[src/rtl/pulse_sync_scheduler.sv]
// Round-robin scheduler that funnels N_REQ requesters through a single slow-to-fast pulse synchronizer.
// Each issued pulse is followed by GAP idle cycles so neighbouring pulses never merge across the crossing.
module pulse_sync_scheduler #(
  parameter int N_REQ = 4,
  parameter int CNT_W = 3,
  parameter int GAP   = 2,
  localparam int CH_W = (N_REQ > 1) ? $clog2(N_REQ) : 1
) (
  input  logic             i_clk,
  input  logic             i_rst_n,
  input  logic [N_REQ-1:0] i_req,
  input  logic             i_en,
  input  logic             i_ovf_clr,
  output logic             o_pulse,
  output logic [CH_W-1:0]  o_chan,
  output logic             o_busy,
  output logic             o_pending_any,
  output logic [N_REQ-1:0] o_ovf
);

  typedef enum logic [1:0] {S_IDLE, S_ISSUE, S_GAP} state_t;

  localparam logic [CNT_W-1:0] CNT_MAX = '1;
  localparam logic [3:0]       GAP_V   = 4'(GAP);

  state_t           r_state;
  logic [CNT_W-1:0] r_cnt [N_REQ];
  logic [CH_W-1:0]  r_last;
  logic [3:0]       r_gap;

  logic             w_found;
  logic [CH_W-1:0]  w_pick;
  logic [CH_W-1:0]  w_idx;
  logic             w_grant;

  // Search starts one past the last grant, which gives every pending requester a turn within N_REQ grants.
  always_comb begin
    w_found = 1'b0;
    w_pick  = '0;
    w_idx   = '0;
    for (int i = 0; i < N_REQ; i++) begin
      w_idx = CH_W'((int'(r_last) + 1 + i) % N_REQ);
      if (!w_found && (r_cnt[w_idx] != '0)) begin
        w_found = 1'b1;
        w_pick  = w_idx;
      end
    end
  end

  assign w_grant = (r_state == S_IDLE) && i_en && w_found;

  always_comb begin
    o_pending_any = 1'b0;
    for (int i = 0; i < N_REQ; i++) begin
      o_pending_any = o_pending_any | (r_cnt[i] != '0);
    end
  end

  // A request arriving at a full counter is dropped and flagged; a same-cycle set beats the clear.
  always_ff @(posedge i_clk or negedge i_rst_n) begin
    if (!i_rst_n) begin
      for (int k = 0; k < N_REQ; k++) begin
        r_cnt[k] <= '0;
      end
      o_ovf <= '0;
    end else begin
      for (int k = 0; k < N_REQ; k++) begin
        if (i_req[k] && !(w_grant && (w_pick == CH_W'(k)))) begin
          if (r_cnt[k] == CNT_MAX) begin
            o_ovf[k] <= 1'b1;
          end else begin
            r_cnt[k] <= r_cnt[k] + CNT_W'(1);
          end
        end else if (!i_req[k] && w_grant && (w_pick == CH_W'(k))) begin
          r_cnt[k] <= r_cnt[k] - CNT_W'(1);
        end
        if (i_ovf_clr && !(i_req[k] && !(w_grant && (w_pick == CH_W'(k))) && (r_cnt[k] == CNT_MAX))) begin
          o_ovf[k] <= 1'b0;
        end
      end
    end
  end

  // Pointer starts at the last channel so channel 0 wins the first arbitration after reset.
  always_ff @(posedge i_clk or negedge i_rst_n) begin
    if (!i_rst_n) begin
      r_state <= S_IDLE;
      r_last  <= CH_W'(N_REQ - 1);
      r_gap   <= '0;
      o_pulse <= 1'b0;
      o_chan  <= '0;
      o_busy  <= 1'b0;
    end else begin
      o_pulse <= 1'b0;
      case (r_state)
        S_IDLE: begin
          if (w_grant) begin
            r_state <= S_ISSUE;
            r_last  <= w_pick;
            o_chan  <= w_pick;
            o_pulse <= 1'b1;
            o_busy  <= 1'b1;
          end
        end
        S_ISSUE: begin
          if (GAP == 0) begin
            r_state <= S_IDLE;
            o_busy  <= 1'b0;
          end else begin
            r_state <= S_GAP;
            r_gap   <= GAP_V;
          end
        end
        S_GAP: begin
          if (r_gap <= 4'd1) begin
            r_state <= S_IDLE;
            r_gap   <= '0;
            o_busy  <= 1'b0;
          end else begin
            r_gap <= r_gap - 4'd1;
          end
        end
        default: begin
          r_state <= S_IDLE;
          o_busy  <= 1'b0;
        end
      endcase
    end
  end

endmodule
[config.mk]
export PLATFORM = sky130hd
export DESIGN_NAME = pulse_sync_scheduler
export DESIGN_NICKNAME = d
export VERILOG_FILES = /design/src/rtl/pulse_sync_scheduler.sv
export SDC_FILE = /design/constraint.sdc
export NUM_CORES = 1
export LEC_CHECK = 0
export BUFFER_PORTS_ARGS = -buffer_cell sky130_fd_sc_hd__buf_2
export CAP_MARGIN = 0
export CORE_MARGIN = 2
export CORE_UTILIZATION = 25
export DETAILED_ROUTE_END_ITERATION = 10
export MAX_ROUTING_LAYER = met4
export PLACE_DENSITY = 0.39
export SLEW_MARGIN = 20
export SYNTH_ARGS = -nofsm -noshare
export SYNTH_HDL_FRONTEND = slang
export SYNTH_SLANG_ARGS = --single-unit
export TNS_END_PERCENT = 100
[constraint.sdc]
create_clock -name i_clk -period 3.6 [get_ports i_clk]
set_input_delay 0 -clock i_clk [delete_from_list [all_inputs] [get_ports i_clk]]
set_output_delay 0 -clock i_clk [all_outputs]
set_load 0.02 [all_outputs]
==> impl_results.md <==
* Clock sink total at 28
* FMAX at 331.1 MHz
* Post-synth top area cell: dfrtp_1
* Chip width at 89.63 um
* Worst-path clk slew at 110 ps
* Count of pins over their slew limit at 0
* DP HPWL at 2922 um
* H-tree depth at 1
* Port bufs at 16
* Required @ worst endpoint at 3800 ps
* DIE HEIGHT at 89.63 um
* #FFs+latches synth at 28
* Yosys top cell area share at 0.3549
* First-pass GRT wire length at 6796 um
* Switching Share at 0.4484
* Hold WC Path Type: primary input to flip-flop
* CTS Buf Count at 3
* Int Power at 1.051 mW
* CTS root buffer: clkbuf_8
* Drt drc at 0
* Worst-skew pair later-pin latency at 280 ps
* Ant. Diodes at 0
* Initial Util at 0.2554
* Share of async-settable or async-resettable flops after synthesis at 1.000
* Crit-path max FO at 9
* Pwr/cell area at 911.6 nW/um2
* Placed inst area at 1998 um2
* Clock skew at 7.706 ps
* Antenna violations before repair at 0
* Crit path arrival time at 3230 ps
* CTS tree: built
* Leak at 0.9035 nW
* Most common cell in the netlist: nand2_1
* Net Count, Synth at 216
* Synth warn at 0
* Largest net degree at the start of global routing at 29
* Tcrit/Tclk final at 0.8390
* Status: completed
* Setup TNS at 0 ps
* Vias at 1462
* Setup bufs post-CTS at 0
* Core ar. at 7176 um2
* Antenna Nets Post-Route at 0
* Worst Setup End Kind: flip-flop
* Grt total ovfl at 0
* Design Area, Final at 2090 um2
* First-pass DRT Iterations at 4
* GPL Wtd Cong at 0.7366
* RSZ-0062 raised after global routing: false
* DRT iter0 DRCs at 54
* NetSw at 0.8540 mW
* Fin. Hold Viols at 0
* Min cycle time layout at 3021 ps
* Number of global-route vias before repair at 1379
* Primary FF master, synth: dfrtp_1
* FP Rows at 31
* VDD IR max at 0.2179 mV
* Netlist cell types at 50
* Least-Margin Pin Slew at 695.1 ps
* Share of layout cells above drive strength 1 at 0.1462
* Setup CP Type: flip-flop to flip-flop
* Setup violators final at 0
* Max-cap viol count at 0
* Post-Syn Instances at 198
* Slew margin rel. at 0.5366
* I/O Pins at 17
* Maximum buffer depth of the clock tree at 2
* Gate power share at 0.505
* Routed len/inst at 12.95 um
* Post-Synthesis Cell Area at 1833 um2
* Flop pwr share at 0.360
* WL final at 4027 um
* Die ar. at 8033 um2
* Number of synthesized flops with an enable pin at 0
* CP Launch Type: flip-flop
* Dominant cells by area after synthesis: dfrtp_1, nand2_1, fa_1
* Mean cell area of the mapped netlist at 9.258 um2
* Synth cell count leaders: nand2_1, dfrtp_1, inv_1, nand3_1
* Seq/Total Area, Yosys at 0.3836
* NumNets Final at 231
* Gr usage total at 0.1129
* Area Growth Syn to Fin at 13.99%
* Clock share of power at 0.135
* Drt via density at 4.701
==> cell type report <==
type                    instances  area (um2)
fillers                       796        5086
inverters                      11       41.29
clock inverters                 1       30.03
well taps                      99       123.9
clock buffers                   3       41.29
flip-flops and latches         28       703.2
repair buffers                 19       107.6
multi-input cells             150        1042
==> cell families after synthesis <==
family | Yosys count | share of synthesized area
DFF | 28 | 0.3836
muxes | 7 | 0.03891
buffers and inverters | 20 | 0.04778
and+or+nand+nor | 75 | 0.2109
AOI/OAI and AO/OA | 54 | 0.2150
xor gates and xnor gates | 4 | 0.01911
adders and majority gates | 10 | 0.08464
==> path summary, 6_finish.rpt <==
| path | endpoint | cells after the start | from | slack [ps] |
|---|---|---|---|---|
| min in group asynchronous | r_gap[2] | 2 | i_rst_n | 280 |
| max in group asynchronous | r_cnt[7] | 2 | i_rst_n | 2870 |
| max reg2reg | r_cnt[8] | 8 | r_cnt[7] | 580 |
| max | r_cnt[8] | 8 | r_cnt[7] | 580 |
| min reg2reg | o_chan[1] | 2 | o_chan[1] | 490 |
| min | r_cnt[10] | 2 | i_req[0] | 40 |
==> critical path: stages (launching register included) <==
cell,delay [ps]
dfrtp_1,500
or3_4,450
a22o_4,280
a211o_1,360
nand2_1,250
nand2_1,130
fa_1,430
or4_1,480
o221ai_1,80
==> repair_timing <==
item,4_1_cts,5_1_grt
hold buffers,1,1
setup endpoints to repair,0,0
gates resized for setup,0,0
endpoints found under the hold margin,26,1
==> power groups by stage <==
| stage | Sequential [mW] | Combinational (mW) | Clock (mW) |
|---|---|---|---|
| CTS | 0.689 | 0.977 | 0.271 |
| finish | 0.686 | 0.962 | 0.257 |
| detailed placement | 0.696 | 0.968 | 0 |
| global placement | 0.693 | 0.972 | 0 |
| floorplan | 0.646 | 0.793 | 0 |
| global route | 0.724 | 1.11 | 0.286 |
==> metal layers <==
layer	vias up	GRT usage	wire, um
li1	754	-	-
met1	695	0.1510	1970
met2	9	0.1731	1923
met3	4	0.02011	80
met4	0	0.03664	53
met5	-	-	0
==> cells in the final DEF, fill, tap and decap left out, types with 9 or more instances in the layout <==
cell	instances
nand2_1	28
buf_2	16
dfrtp_1	26
inv_1	11
nand3_1	11
nor3_1	9
o21ai_0	9
==> metrics by stage <==
stage / setup WS, ps / hold WS, ps / utilization / power, mW / instances
after floorplan: 748.0 / -295.6 / - / 1.439 / 198
after global placement: 622.6 / 96.15 / 0.2785 / 1.665 / 305
after detailed placement: 575.5 / 105.1 / 0.2785 / 1.664 / 305
after CTS: 552.4 / 6.321 / 0.2898 / 1.937 / 310
after global routing: 401.3 / 18.41 / 0.2912 / 2.120 / 311
final: 579.4 / 38.70 / 0.2912 / 1.905 / 311
==> state kept, by name, indices dropped and copies added (netlist names) <==
name / cells
o_busy: 1
o_chan: 2
o_ovf: 4
o_pulse: 1
r_cnt: 12
r_gap: 4
r_last: 2
r_state: 2
(Power assumes the default switching activity.)
